File: src/rtl/mfi_pc_bwd_multi_check.sv
// Backward-PC consistency checker for the MFI retirement interface.
// Captures the target instruction (order inst_order, pc_wdata) and its successor
// (order inst_order+1, pc_rdata), in either order, and checks that they agree.
// Ports:
//   clock, reset   - rising-edge clock, asynchronous active-low reset
//   check          - qualifies target capture
//   inst_order     - order of the target instruction (static after reset)
//   mfi_valid      - per-channel retire valid, channel 0 oldest
//   mfi_order      - per-channel order, channel i at [i*ORDER_W +: ORDER_W]
//   mfi_pc_rdata   - per-channel PC of the retiring instruction
//   mfi_pc_wdata   - per-channel next PC
//   done/pass/fail - registered sticky verdict
//   fail_cause     - 0 none, 1 mismatch, 2 misaligned, 3 duplicate, 4 timeout
module mfi_pc_bwd_multi_check #(
  parameter int unsigned NRET    = 2,
  parameter int unsigned XLEN    = 32,
  parameter int unsigned ORDER_W = 32,
  parameter int unsigned IALIGN  = 32,
  parameter int unsigned TIMEOUT = 64
) (
  input  logic                    clock,
  input  logic                    reset,
  input  logic                    check,
  input  logic [ORDER_W-1:0]      inst_order,
  input  logic [NRET-1:0]         mfi_valid,
  input  logic [NRET*ORDER_W-1:0] mfi_order,
  input  logic [NRET*XLEN-1:0]    mfi_pc_rdata,
  input  logic [NRET*XLEN-1:0]    mfi_pc_wdata,
  output logic                    done,
  output logic                    pass,
  output logic                    fail,
  output logic [2:0]              fail_cause
);

  localparam int unsigned TW = (TIMEOUT > 1) ? $clog2(TIMEOUT + 1) : 1;

  localparam logic [2:0] CauseNone     = 3'd0;
  localparam logic [2:0] CauseMismatch = 3'd1;
  localparam logic [2:0] CauseMisalign = 3'd2;
  localparam logic [2:0] CauseDup      = 3'd3;
  localparam logic [2:0] CauseTimeout  = 3'd4;

  typedef enum logic [2:0] {
    StWait, StHaveTgt, StHaveSuc, StCompare, StPass, StFail
  } state_e;

  state_e            state_q, state_d;
  logic [XLEN-1:0]   exp_pc_q, exp_pc_d;
  logic [XLEN-1:0]   act_pc_q, act_pc_d;
  logic [TW-1:0]     timer_q, timer_d;
  logic [2:0]        cause_q, cause_d;
  logic              done_q, pass_q, fail_q;

  logic [ORDER_W-1:0] suc_order;
  logic [NRET-1:0]    tgt_hit, suc_hit;
  logic [XLEN-1:0]    tgt_pc, suc_pc;
  logic               any_tgt, any_suc, tgt_multi, suc_multi;
  logic               misaligned;

  // Wraps to 0 when inst_order is all ones.
  assign suc_order = inst_order + ORDER_W'(1);

  always_comb begin
    tgt_hit = '0;
    suc_hit = '0;
    tgt_pc  = '0;
    suc_pc  = '0;
    for (int i = 0; i < int'(NRET); i++) begin
      tgt_hit[i] = mfi_valid[i] & check &
                   (mfi_order[i*ORDER_W +: ORDER_W] == inst_order);
      suc_hit[i] = mfi_valid[i] & (mfi_order[i*ORDER_W +: ORDER_W] == suc_order);
    end
    // Scan high to low so the lowest-index hit is the one that sticks.
    for (int i = int'(NRET) - 1; i >= 0; i--) begin
      if (tgt_hit[i]) tgt_pc = mfi_pc_wdata[i*XLEN +: XLEN];
      if (suc_hit[i]) suc_pc = mfi_pc_rdata[i*XLEN +: XLEN];
    end
  end

  assign any_tgt   = |tgt_hit;
  assign any_suc   = |suc_hit;
  // x & (x-1) is non-zero exactly when two or more bits are set.
  assign tgt_multi = |(tgt_hit & (tgt_hit - NRET'(1)));
  assign suc_multi = |(suc_hit & (suc_hit - NRET'(1)));

  assign misaligned = (IALIGN == 32) ? exp_pc_q[1] : 1'b0;

  always_comb begin
    state_d  = state_q;
    exp_pc_d = exp_pc_q;
    act_pc_d = act_pc_q;
    timer_d  = timer_q;
    cause_d  = cause_q;
    unique case (state_q)
      StWait: begin
        timer_d = '0;
        if (tgt_multi || suc_multi) begin
          state_d = StFail;
          cause_d = CauseDup;
        end else begin
          if (any_tgt) act_pc_d = tgt_pc;
          if (any_suc) exp_pc_d = suc_pc;
          if (any_tgt && any_suc) state_d = StCompare;
          else if (any_tgt)       state_d = StHaveTgt;
          else if (any_suc)       state_d = StHaveSuc;
        end
      end
      StHaveTgt: begin
        if (any_tgt || suc_multi) begin
          state_d = StFail;
          cause_d = CauseDup;
        end else if (any_suc) begin
          exp_pc_d = suc_pc;
          state_d  = StCompare;
        end else if ((TIMEOUT > 0) && (timer_q == TW'(TIMEOUT - 1))) begin
          state_d = StFail;
          cause_d = CauseTimeout;
        end else begin
          timer_d = timer_q + TW'(1);
        end
      end
      StHaveSuc: begin
        if (any_suc || tgt_multi) begin
          state_d = StFail;
          cause_d = CauseDup;
        end else if (any_tgt) begin
          act_pc_d = tgt_pc;
          state_d  = StCompare;
        end
      end
      StCompare: begin
        // Both items are already held, so any further hit is a duplicate.
        if (any_tgt || any_suc) begin
          state_d = StFail;
          cause_d = CauseDup;
        end else if (exp_pc_q != act_pc_q) begin
          state_d = StFail;
          cause_d = CauseMismatch;
        end else if (misaligned) begin
          state_d = StFail;
          cause_d = CauseMisalign;
        end else begin
          state_d = StPass;
        end
      end
      StPass, StFail: ;
      default: state_d = StWait;
    endcase
  end

  always_ff @(posedge clock or negedge reset) begin
    if (!reset) begin
      state_q  <= StWait;
      exp_pc_q <= '0;
      act_pc_q <= '0;
      timer_q  <= '0;
      cause_q  <= CauseNone;
      done_q   <= 1'b0;
      pass_q   <= 1'b0;
      fail_q   <= 1'b0;
    end else begin
      state_q  <= state_d;
      exp_pc_q <= exp_pc_d;
      act_pc_q <= act_pc_d;
      timer_q  <= timer_d;
      cause_q  <= cause_d;
      done_q   <= (state_d == StPass) || (state_d == StFail);
      pass_q   <= (state_d == StPass);
      fail_q   <= (state_d == StFail);
    end
  end

  assign done       = done_q;
  assign pass       = pass_q;
  assign fail       = fail_q;
  assign fail_cause = cause_q;

endmodule

File: config.mk
export PLATFORM = sky130hd
export DESIGN_NAME = mfi_pc_bwd_multi_check
export DESIGN_NICKNAME = d
export VERILOG_FILES = /design/src/rtl/mfi_pc_bwd_multi_check.sv
export SDC_FILE = /design/constraint.sdc
export NUM_CORES = 1
export LEC_CHECK = 0
export CAP_MARGIN = 25
export CORE_MARGIN = 2
export CORE_UTILIZATION = 50
export CTS_CLUSTER_DIAMETER = 80
export CTS_CLUSTER_SIZE = 16
export DETAILED_ROUTE_END_ITERATION = 12
export DONT_BUFFER_PORTS = 1
export GPL_TIMING_DRIVEN = 0
export PLACE_DENSITY = 0.62
export SLEW_MARGIN = 20
export SYNTH_ARGS = -nofsm -noshare
export SYNTH_HDL_FRONTEND = slang
export SYNTH_SLANG_ARGS = --single-unit
File: constraint.sdc
create_clock -name clock -period 6.2 [get_ports clock]
set_input_delay 0.93 -clock clock [delete_from_list [all_inputs] [get_ports clock]]
set_output_delay 0.93 -clock clock [all_outputs]
set_load 0.005 [all_outputs]
==> impl_metrics.yaml <==
status:
  status: "finished clean"
timing:
  setup_tns_ps: 0
  fin_worst_skew_ps: 9.63
  maxSlewViolCount: 0
  rsz0062_at_grt: "no"
  hold_viol: 0
  whs_ps: 274
  setup_viol: 0
  period_needed_ps: 4770
  fmax_mhz: 210
  relSlewSlack_pct: 48.1
  fin_crit_sh_pct: 76.9
  worst_slew_pin_slew_ps: 771
grt:
  grt-ovfl-total: 0
  grt_max_degree: 81
  first_global_vias: 6570
  antenna_found_initial: 1
  grt_usage_pct: 31.1
  grt_pass1_wl_um: 35900
pwr:
  comb_power_share_pct: 15.9
  swShare_pct: 28.4
  p_sw_uw: 351
  p_per_area_nw_per_um2: 162
  p_total_uw: 1240
  p_leak_uw: 0.00290
  vdd_drop_max_mv: 0.127
  p_int_uw: 887
  seq_power_share_pct: 42.2
  clkPwrFrac_pct: 41.9
synth:
  syn_area_um2: 7120
  synth-seq-cells: 80
  avgSynthCellArea_um2: 7.95
  synth-edff-count: 0
  yosys_warnings: 0
  yosysSeqAreaShare_pct: 28.1
  ys_async_sr_fraction_pct: 100
  synth_cell_types: 76
  ys.flop_type: "dfrtp_1"
  syn_nets: 1126
  syn_inst: 895
final_layout:
  multiInputGateArea_um2: 4750
  num_antenna_cells: 0
  layout_commonest_cell: "nand2_1"
  seq_area_um2: 2000
  drive_above_1_share_pct: 8.77
  area_delta_synth_final_pct: 7.40
  fin_nets: 1138
  fill_cells: 1333
  final_cell_mix: "nand2_1, xnor2_1, dfrtp_1"
setup_path:
  cp.depth: 14
  cp-start-kind: "primary input"
  crit_arrival_ps: 5000
  reg2regPathDepth: 8
  cp.required_ps: 6430
  cp_cell_sequence: "buf_2 -> xnor2_1 -> nand4_1 -> nor4_1 -> nand3_1 -> nor4_2 -> buf_4 -> clkbuf_1 -> inv_1 -> a21oi_1 -> a211oi_2 -> buf_4 -> buf_4 -> a31o_2"
  r2r_setup_slack_ps: 3690
  path_buf_inv: 6
  path_max_fanout: 10
  cpMostUsedCell: "buf_4"
  crit_path_max_incr_delay_ps: 730
  end_kind: "flip-flop"
  critical_path.slowest_cell: "nor4_2"
  crit_family: "buffers and inverters"
  crit_type: "primary input to flip-flop"
floorplanning:
  core-area_um2: 13900
  pin_count: 235
  start_util_pct: 51.3
  dieArea_um2: 15200
  die_y_um: 123
  die_w_um: 123
  rows: 43
place:
  io_buffers: 0
  dp_hpwl_um: 19400
  gp_routability_congestion: 0.996
route:
  wire_per_inst_um: 22.0
  vias: 7029
  ant_nets: 0
  drt_iter0_drc: 693
  finalWirelength_um: 24100
  first_pass_iters: 7
  drc_errors: 0
  viasPerCell: 6.44
clocking:
  clk_pin_slew_ps: 70
  cts_resized: 0
  ctsHoldBuffers: 0
  cts_setup_buffers: 0
  htreeDepth: 3
  worstSkewPairLatency_ps: 340
  clockBufferDepth: 2
  clockRootBuffer: "clkbuf_16"
  clock-sinks: 80
  cts_tree: "done"
  numCtsBuffers: 9
job:
  cap_violations: 0
min_path:
  hold_class: "primary input to async pin"
==> area by class of cell <==
| class | count | area share, % |
|---|---|---|
| Clock buffer | 10 | 3.13 |
| Multi-Input combinational cell | 737 | 62.1 |
| Clock inverter | 6 | 0.638 |
| Sequential cell | 80 | 26.2 |
| Timing Repair Buffer | 1 | 0.0982 |
| Inverter | 12 | 0.589 |
| Buffer | 66 | 4.32 |
| Tap cell | 180 | 2.95 |
==> flip-flops by register name (all words and copies together) (netlist names) <==
name / flops
act_pc_q: 32
timer_q: 7
exp_pc_q: 32
pass: 1
fail: 1
state_q: 3
fail_cause: 3
done: 1
==> cells in the mapped netlist, types with 3 or more instances <==
library cell	n	area (um^2)
and3_1	10	62.6
nand2_1	138	518
o31ai_1	6	45.0
buf_6	3	33.8
mux2i_1	6	60.1
a21o_1	4	30.0
o31a_1	3	26.3
o21ai_0	42	210
nand3b_1	3	22.5
inv_1	11	41.3
clkbuf_1	29	109
or3_1	5	31.3
and4_1	4	35.0
nor4b_1	4	35.0
a31oi_1	37	231
nand2b_1	6	37.5
dfrtp_1	80	2000
buf_4	8	60.1
o22ai_1	5	31.3
or4_1	7	52.6
and2_1	5	31.3
mux2_2	3	33.8
a21oi_1	10	50.1
nor3_1	22	110
xnor2_1	102	893
nor4_1	20	125
nand4_1	40	250
nor3b_1	3	22.5
mux2_1	30	338
o211ai_1	4	30.0
mux2_4	3	45.0
buf_2	22	110
xor2_1	30	263
nor2_1	74	278
nand3_1	61	305
==> power groups by stage <==
| stage | clock network, uW | registers [uW] | logic [uW] |
|---|---|---|---|
| 2_1_floorplan | 0 | 533 | 146 |
| 3_3_place_gp | 0 | 533 | 190 |
| 3_5_place_dp | 0 | 533 | 192 |
| 4_1_cts | 524 | 523 | 193 |
| 5_1_grt | 546 | 523 | 212 |
| 6_report | 519 | 523 | 197 |
==> cells by family (layout without fill, tap and decap cells) <==
logic type | Yosys count | in the layout | share of synthesized area, %
AO/OA/AOI/OAI | 140 | 140 | 12.9
XOR/XNOR | 132 | 132 | 16.2
adder cells (fa/ha/maj) | 3 | 3 | 0.510
buffers and inverters | 78 | 95 | 5.27
flip-flops | 80 | 80 | 28.1
multiplexers | 42 | 42 | 6.70
AND/OR/NAND/NOR | 420 | 420 | 30.3
==> worst paths after layout <==
check / start / end
worst min-delay path: reset / timer_q[1]$_DFFE_PN0P_
min in group clock: act_pc_q[30]$_DFFE_PN0P_ / act_pc_q[30]$_DFFE_PN0P_
worst min register to register: act_pc_q[30]$_DFFE_PN0P_ / act_pc_q[30]$_DFFE_PN0P_
worst max-delay path: inst_order[6] / state_q[1]$_DFF_PN0_
max in group asynchronous: reset / exp_pc_q[9]$_DFFE_PN0P_
worst max register to register: act_pc_q[7]$_DFFE_PN0P_ / fail_cause[0]$_DFFE_PN0P_
==> layer usage <==
layer | global-route usage, % | routed length [um]
met2 | 50.7 | 11100
met5 | 0 | 13
met1 | 42.5 | 10400
met3 | 5.35 | 1960
met4 | 8.52 | 546
==> through the flow <==
step / area (um^2) / utilization, % / cells / worst slack, ps
floorplan: 7120 / - / 895 / 2170
global placement: 7340 / 52.9 / 1075 / 532
detailed placement: 7360 / 53.0 / 1076 / 1160
CTS: 7650 / 55.1 / 1092 / 1510
global route: 7650 / 55.1 / 1092 / 1350
finish: 7650 / 55.1 / 1092 / 1430
Power figures use the tool's default switching activity.
